===== src/rtl/bit_deserializer_if.sv =====
// Handshake bundle between a serial bit source, the deserializer and the word consumer.
// Source/consumer side uses master; the deserializer uses slave.
interface bit_deserializer_if #(
    parameter int NB_IN = 8,
    parameter int CW    = $clog2(NB_IN + 1)
);
    logic             in_bit;
    logic             in_valid;
    logic             in_ready;
    logic             clear;
    logic [NB_IN-1:0] out_vec;
    logic             out_valid;
    logic             out_ready;
    logic [CW-1:0]    fill_count;

    modport master (
        output in_bit, in_valid, clear, out_ready,
        input  in_ready, out_vec, out_valid, fill_count
    );

    modport slave (
        input  in_bit, in_valid, clear, out_ready,
        output in_ready, out_vec, out_valid, fill_count
    );
endinterface


===== src/rtl/bit_deserializer.sv =====
// Serial-to-parallel collector: LSB-first NB_IN-bit words, one-word fill (skid) register
// ahead of a held output register. Handshakes: a transfer happens on an edge where valid && ready.
module bit_deserializer #(
    parameter int NB_IN = 8,
    parameter int CW    = $clog2(NB_IN + 1)
) (
    input  logic              clk,
    input  logic              rst_n,
    bit_deserializer_if.slave bus
);
    logic [NB_IN-1:0] fill_q, fill_n;
    logic [CW-1:0]    count_q, count_n;
    logic [NB_IN-1:0] vec_q, vec_n;
    logic             valid_q, valid_n;
    logic             stalled;
    logic             slot_free;

    // fill_count is the fill state: 0 EMPTY, 1..NB_IN-1 PARTIAL, NB_IN STALLED.
    assign stalled   = (count_q == CW'(NB_IN));
    assign slot_free = !valid_q || bus.out_ready;

    // State register
    always_ff @(posedge clk or negedge rst_n) begin
        if (!rst_n) begin
            fill_q  <= '0;
            count_q <= '0;
            vec_q   <= '0;
            valid_q <= 1'b0;
        end else begin
            fill_q  <= fill_n;
            count_q <= count_n;
            vec_q   <= vec_n;
            valid_q <= valid_n;
        end
    end

    // Next-state logic; clear outranks both the stall transfer and completion.
    always_comb begin
        fill_n  = fill_q;
        count_n = count_q;
        vec_n   = vec_q;
        valid_n = valid_q;
        if (valid_q && bus.out_ready) valid_n = 1'b0;
        if (bus.clear) begin
            count_n = '0;
        end else if (stalled) begin
            if (slot_free) begin
                vec_n   = fill_q;
                valid_n = 1'b1;
                count_n = '0;
            end
        end else if (bus.in_valid) begin
            if (count_q == CW'(NB_IN - 1)) begin
                if (slot_free) begin
                    vec_n   = {bus.in_bit, fill_q[NB_IN-2:0]};
                    valid_n = 1'b1;
                    count_n = '0;
                end else begin
                    fill_n[NB_IN-1] = bus.in_bit;
                    count_n         = CW'(NB_IN);
                end
            end else begin
                for (int i = 0; i < NB_IN - 1; i++) begin
                    if (count_q == CW'(i)) fill_n[i] = bus.in_bit;
                end
                count_n = count_q + 1'b1;
            end
        end
    end

    // Outputs are pure decodes of registered state.
    always_comb begin
        bus.in_ready   = !stalled;
        bus.out_vec    = vec_q;
        bus.out_valid  = valid_q;
        bus.fill_count = count_q;
    end
endmodule


===== src/flat_wrapper.sv =====
// flat-port wrapper written by rule: the top's interface ports become plain ports
module bit_deserializer_flat 
#(
    parameter int NB_IN = 8,
    parameter int CW    = $clog2(NB_IN + 1)
)
  (clk, rst_n, bus_in_bit, bus_in_valid, bus_clear, bus_out_ready, bus_in_ready, bus_out_vec, bus_out_valid, bus_fill_count);
  bit_deserializer_if #(.NB_IN(NB_IN), .CW(CW)) bus_i ();
  input  logic clk;
  input  logic rst_n;
  input wire logic [$bits(bus_i.in_bit)-1:0] bus_in_bit;
  input wire logic [$bits(bus_i.in_valid)-1:0] bus_in_valid;
  input wire logic [$bits(bus_i.clear)-1:0] bus_clear;
  input wire logic [$bits(bus_i.out_ready)-1:0] bus_out_ready;
  output wire logic [$bits(bus_i.in_ready)-1:0] bus_in_ready;
  output wire logic [$bits(bus_i.out_vec)-1:0] bus_out_vec;
  output wire logic [$bits(bus_i.out_valid)-1:0] bus_out_valid;
  output wire logic [$bits(bus_i.fill_count)-1:0] bus_fill_count;
  assign bus_i.in_bit = bus_in_bit;
  assign bus_i.in_valid = bus_in_valid;
  assign bus_i.clear = bus_clear;
  assign bus_i.out_ready = bus_out_ready;
  assign bus_in_ready = bus_i.in_ready;
  assign bus_out_vec = bus_i.out_vec;
  assign bus_out_valid = bus_i.out_valid;
  assign bus_fill_count = bus_i.fill_count;
  bit_deserializer #(.NB_IN(NB_IN), .CW(CW)) u_core (.clk(clk), .rst_n(rst_n), .bus(bus_i));
endmodule

===== config.mk =====
export PLATFORM = sky130hd
export DESIGN_NAME = bit_deserializer_flat
export DESIGN_NICKNAME = d
export VERILOG_FILES = /design/src/rtl/bit_deserializer_if.sv /design/src/rtl/bit_deserializer.sv /design/src/flat_wrapper.sv
export SDC_FILE = /design/constraint.sdc
export NUM_CORES = 1
export LEC_CHECK = 0
export CAP_MARGIN = 20
export CELL_PAD_IN_SITES_DETAIL_PLACEMENT = 0
export CELL_PAD_IN_SITES_GLOBAL_PLACEMENT = 2
export CORE_MARGIN = 2
export CORE_UTILIZATION = 43
export CTS_CLUSTER_SIZE = 24
export DETAILED_ROUTE_END_ITERATION = 10
export DONT_BUFFER_PORTS = 1
export PLACE_DENSITY_LB_ADDON = 0.1
export RECOVER_POWER = 100
export SYNTH_ARGS = -nofsm -noshare
export SYNTH_HDL_FRONTEND = slang
export SYNTH_SLANG_ARGS = --single-unit

===== constraint.sdc =====
create_clock -name clk -period 4.9 [get_ports clk]
set_input_delay 0.735 -clock clk [delete_from_list [all_inputs] [get_ports clk]]
set_output_delay 0.735 -clock clk [all_outputs]
set_load 0.02 [all_outputs]

==> impl_metrics.yaml, run 1 <==
critical_path:
  critPathKind: "flop to flop"
  crit_fanout: 9
  start_kind: "flop"
  worstSetupEndpointType: "flop"
  arrival_ps: 3220
  cp.required_ps: 5110
die:
  die_height_um: 53.7
  io_pins: 20
  row_count: 17
  die_w_um: 53.7
  initial_core_util: 0.466
  die_area_sq_um: 2880
  core_area_sq_um: 2280
final_layout:
  antennaDiodeCount: 0
  area_delta_synth_final_pct: 0.707
  design_area_sq_um: 1070
  nets: 95
  register_area_sq_um: 526
  fillerInstances: 214
  multiInputGateArea_sq_um: 473
  drive_gt1_frac: 0.262
logic_synthesis:
  synth_top_cell_by_area: "dfrtp_1"
  yosysWarnings: 0
  synth_edf_count: 0
  async_flop_share: 1.00
  ys_types: 25
  ys_ff_latch: 21
  synthCells: 83
  synthTopCellsByArea: "dfrtp_1, mux2_2, ha_1, nand2_1, mux2i_1"
  syn-cell-area_sq_um: 1060
  yosysSeqAreaShare: 0.495
  synthFlopType: "dfrtp_1"
  syn_area_per_cell_sq_um: 12.8
  synth_top_area_frac: 0.495
  synth.net_count: 93
clocking:
  worstSkewPairLatency_ps: 320
  clk_pin_slew_ps: 130
  cts.htree.levels: 1
  cts.sinks: 21
  cts_hold_buf: 0
  cts-root-buf: "clkbuf_4"
  cts_setup_buffers: 0
  cts_resized: 0
  clock_path_buffers: 2
  numCtsBuffers: 3
  cts_tree: "done"
drt:
  wl_per_cell_um: 16.2
  first_pass_iters: 4
  drt_iter0_drc: 12
  wirelength_um: 1820
  antenna_left: 0
  drc: 0
  vias_per_cell: 5.69
  num_vias: 637
placed_design:
  place.gp.congestion: 0.740
  hpwl_um: 1320
  placed_area_sq_um: 1070
  numPortBuffers: 0
timing:
  fin_skew_ps: 11.8
  relSlewSlack: 0.142
  finalHoldViolCount: 0
  fin_crit_ps: 3010
  finalSetupViolations: 0
  rsz0062_at_grt: "false"
  final_max_slew_viol_count: 0
  worst_slew_pin_slew_ps: 1280
  final.period_utilization: 0.613
  tns_ps: 0
  clock.fmax_ghz: 0.333
flow_run:
  drv_cap: 0
grt:
  grt_util_all_layers: 0.157
  grt-ovfl-total: 0
  grt_max_degree: 22
  grt_first_pass_wirelength_um: 3130
  first_global_vias: 659
  antenna_found_initial: 0
status:
  status: "complete, no violations"
hold_path:
  hp-class: "primary input to asynchronous set/reset pin"
pwr:
  vdd_drop_max_uv: 147
  p_per_area_nw_per_um2: 283
  power.leakage_uw: 0.000545
[sequential cells by signal, summed over array words and instances, names as in the netlist]
register and count:
u_core.bus.fill_count 4, u_core.bus.out_valid 1, u_core.bus.out_vec 8, u_core.fill_q 8
[layout by cell type (no fill, tap or decap), types with 2 or more instances in the layout]
master / instances
ha_1: 4
nor2_1: 3
nor2b_1: 2
a211oi_1: 3
a21oi_1: 3
nor3_1: 2
nand2_1: 10
mux2_2: 15
inv_1: 2
nand3b_1: 3
clkbuf_4: 3
mux2i_1: 3
dfrtp_1: 21
[final timing paths]
check	depth (start not counted)	end	slack [ps]	startpoint
max in group asynchronous	0	u_core.fill_q[5]$_DFFE_PN0P_	4730	rst_n
min	0	u_core.bus.fill_count[3]$_DFFE_PN0P_	80	rst_n
max	5	u_core.bus.out_vec[0]$_DFFE_PN0P_	1890	u_core.bus.fill_count[0]$_DFFE_PN0P_
max reg2reg	5	u_core.bus.out_vec[0]$_DFFE_PN0P_	1890	u_core.bus.fill_count[0]$_DFFE_PN0P_
min in group clk	1	u_core.bus.fill_count[0]$_DFFE_PN0P_	450	bus_clear
min reg2reg	1	u_core.bus.out_vec[5]$_DFFE_PN0P_	500	u_core.fill_q[5]$_DFFE_PN0P_
[cell usage after synthesis (2+ instances only)]
cell type,number
ha_1,4
nor3_1,2
mux2_2,15
nand3b_1,2
a211oi_1,2
nand2_1,10
inv_1,2
a21oi_1,3
nor2_1,3
nor2b_1,2
dfrtp_1,21
mux2i_1,3
buf_6,2
[worst max-delay path: stages (launching register included)]
cell and delay [ps]:
dfrtp_1 530, inv_1 150, ha_1 260, nand3b_1 380, a211oi_1 1140, mux2_2 420
[report_power, final]
part | switching [uW] | internal, uW
Combinational | 8.89 | 12.2
Sequential | 9.16 | 184
Clock | 57.8 | 30.6
[layout make-up]
class / count / share of cell area
inverters: 2 / 0.00703
well taps: 28 / 0.0328
clock inverters: 1 / 0.00468
multi-input cells: 57 / 0.443
flip-flops and latches: 21 / 0.492
clock buffers: 3 / 0.0211
[cells by family (layout without fill, tap and decap cells)]
kind of cell,after synthesis,in the layout,share of synthesized area
mux,18,18,0.187
fa+ha+maj,4,4,0.0472
compound gates,10,10,0.0790
flops,21,21,0.495
buf+inv,5,6,0.0354
simple gates,25,25,0.156
[metal layers]
metal	GRT usage	part of all wire	vias up
met3	0.0389	0.060	5
li1	-	-	300
met2	0.224	0.45	18
met4	0.103	0.028	0
met5	0	0	-
met1	0.209	0.46	314
[metrics by stage]
step	instances	hold slack (ps)	utilization	total power, uW	setup slack [ps]
finish	112	83.9	0.469	303	1890
global route	112	63.2	0.469	317	1530
CTS	112	76.6	0.480	306	2610
detailed placement	108	440	0.468	219	2650
global placement	108	440	0.468	218	2730
floorplan	83	439	-	215	2940
Note: power is estimated with default switching activity, not from simulation.
==> run 2: changes to the inputs <==
--- a/config.mk
+++ b/config.mk
@@ -9,7 +9,7 @@
 export CELL_PAD_IN_SITES_DETAIL_PLACEMENT = 0
 export CELL_PAD_IN_SITES_GLOBAL_PLACEMENT = 2
 export CORE_MARGIN = 2
-export CORE_UTILIZATION = 43
+export CORE_UTILIZATION = 40
 export CTS_CLUSTER_SIZE = 24
 export DETAILED_ROUTE_END_ITERATION = 10
 export DONT_BUFFER_PORTS = 1
==> constraint.sdc (replaced) <==
create_clock -name clk -period 2.9 [get_ports clk]
set_input_delay 0.435 -clock clk [delete_from_list [all_inputs] [get_ports clk]]
set_output_delay 0.435 -clock clk [all_outputs]
set_load 0.02 [all_outputs]
==> impl_metrics.yaml, run 2 (same netlist as run 1, synthesis figures left out) <==
status:
  status: "complete, no violations"
critical_path:
  start_kind: "flop"
  critPathKind: "flop to flop"
  worstSetupEndpointType: "flop"
  cp_slowest_cell: "a211oi_2"
  crit_chain: "inv_1, ha_1, nand3b_4, a211oi_2, mux2_2"
  max_stage_delay_ps: 680
  arrival_ps: 2620
  crit_fanout: 9
  cp.required_ps: 3110
grt:
  grt-ovfl-total: 0
  grt_first_pass_wirelength_um: 3210
  grtUsageMet1: 0.165
  grt_max_degree: 22
  first_global_vias: 673
  busiest_layer: "met2"
  antenna_found_initial: 0
  use_met2: 0.218
  grt_util_all_layers: 0.134
  grtUsageMet3: 0.0562
pwr:
  power.leakage_uw: 0.000559
  power.switching_uw: 134
  combPwrFrac: 0.085
  p_per_area_nw_per_um2: 471
  power.internal_uw: 385
  p_seq_frac: 0.629
  finalPower_uw: 519
  power_frac_clock: 0.286
  p_sw_frac: 0.258
  vdd_drop_max_uv: 397
clocking:
  cts.sinks: 21
  cts_tree: "done"
  cts_resized: 0
  clk_pin_slew_ps: 120
  worstSkewPairLatency_ps: 310
  clock_path_buffers: 2
  cts-root-buf: "clkbuf_4"
  cts.htree.levels: 1
  numCtsBuffers: 3
die:
  die_height_um: 55.5
  die_area_sq_um: 3080
  io_pins: 20
  die_w_um: 55.5
  initial_core_util: 0.424
  row_count: 18
  core_area_sq_um: 2500
timing:
  finalSetupViolations: 0
  finalHoldViolCount: 0
  fin_skew_ps: 1.82
  fin_crit_ps: 2410
  rsz0062_at_grt: "false"
  clock.fmax_ghz: 0.415
  tns_ps: 0
  final_max_slew_viol_count: 0
  relSlewSlack: 0.368
  final.period_utilization: 0.832
  worst_slew_pin_slew_ps: 945
drt:
  wirelength_um: 1940
  drt_iter0_drc: 5
  wl_per_cell_um: 16.9
  antenna_left: 0
  first_pass_iters: 4
  vias_per_cell: 5.40
  num_vias: 621
  drc: 0
placed_design:
  dp_cells: 110
  hpwl_um: 1390
  numPortBuffers: 0
  place.gp.congestion: 0.702
final_layout:
  fillerInstances: 241
  fin_cells: 115
  layout_common_cells: "dfrtp_1, mux2_2, nand2_1, ha_1"
  area_delta_synth_final_pct: 3.77
  nets: 96
  antennaDiodeCount: 0
  drive_gt1_frac: 0.282
  final_common_cell: "dfrtp_1"
flow_run:
  drv_cap: 0
hold_path:
  hp-class: "primary input to flop"
run 2: cell types whose count changed in the layout (fill, tap and decap cells not counted), sizes merged:
cell / previous run / this run
clkinv: 1 / 0
clkinvlp: 0 / 1
dlygate4sd3: 0 / 1
run 2: cell type report:
type	instances	area [sq um]	share of cell area
tap	30	37.5	0.0341
multi-input combinational	57	490	0.445
timing repair buffer	1	10.0	0.00909
sequential	21	526	0.477
inverter	2	7.51	0.00682
clock inverter	1	7.51	0.00682
clock buffer	3	22.5	0.0205
run 2: power groups by stage:
stage | sequential (uW) | clock, uW | combinational [uW]
6_report | 327 | 148 | 44.2
5_1_grt | 330 | 172 | 50.9
4_1_cts | 327 | 159 | 45.8
3_5_place_dp | 334 | 0 | 38.1
3_3_place_gp | 332 | 0 | 37.7
2_1_floorplan | 328 | 0 | 35.5
run 2: worst max-delay path: cells and delay by family, from the launching register on:
kind                       cells  cell delay, ps
muxes                          1             410
and+or+nand+nor                1             200
adders and majority gates      1             310
DFF                            1             530
buffers and inverters          1             170
AOI/OAI and AO/OA              1             680
run 2: per-stage QoR:
step | utilization | hold WS [ps] | cell area [sq um] | worst slack (ps)
final | 0.440 | 167 | 1100 | 488
after global routing | 0.440 | 141 | 1100 | 320
after detailed placement | 0.427 | 140 | 1070 | 604
after global placement | 0.427 | 140 | 1070 | 678
after floorplan | - | 139 | 1060 | 938
after CTS | 0.443 | 155 | 1110 | 591
run 2: per-layer routing:
metal,vias up,share of wire
li1,301,-
met5,-,0
met2,17,0.47
met3,2,0.064
met4,0,0.0077
met1,301,0.46
run 2: what timing repair did:
| action | 4_1_cts | 5_1_grt |
|---|---|---|
| endpoints found under the hold margin | 21 | 0 |
| hold buffers | 1 | 0 |
| buffers inserted | 0 | 0 |
run 2: final timing paths:
check | startpoint | to | slack (ps) | depth (start not counted)
hold reg to reg | u_core.fill_q[6]$_DFFE_PN0P_ | u_core.bus.out_vec[6]$_DFFE_PN0P_ | 520 | 1
max in group asynchronous | rst_n | u_core.fill_q[7]$_DFFE_PN0P_ | 1630 | 1
hold / removal | bus_clear | u_core.bus.fill_count[0]$_DFFE_PN0P_ | 170 | 1
setup reg to reg | u_core.bus.fill_count[0]$_DFFE_PN0P_ | u_core.bus.out_vec[3]$_DFFE_PN0P_ | 490 | 5
min in group asynchronous | rst_n | u_core.bus.fill_count[3]$_DFFE_PN0P_ | 700 | 1
setup / recovery | u_core.bus.fill_count[0]$_DFFE_PN0P_ | u_core.bus.out_vec[3]$_DFFE_PN0P_ | 490 | 5
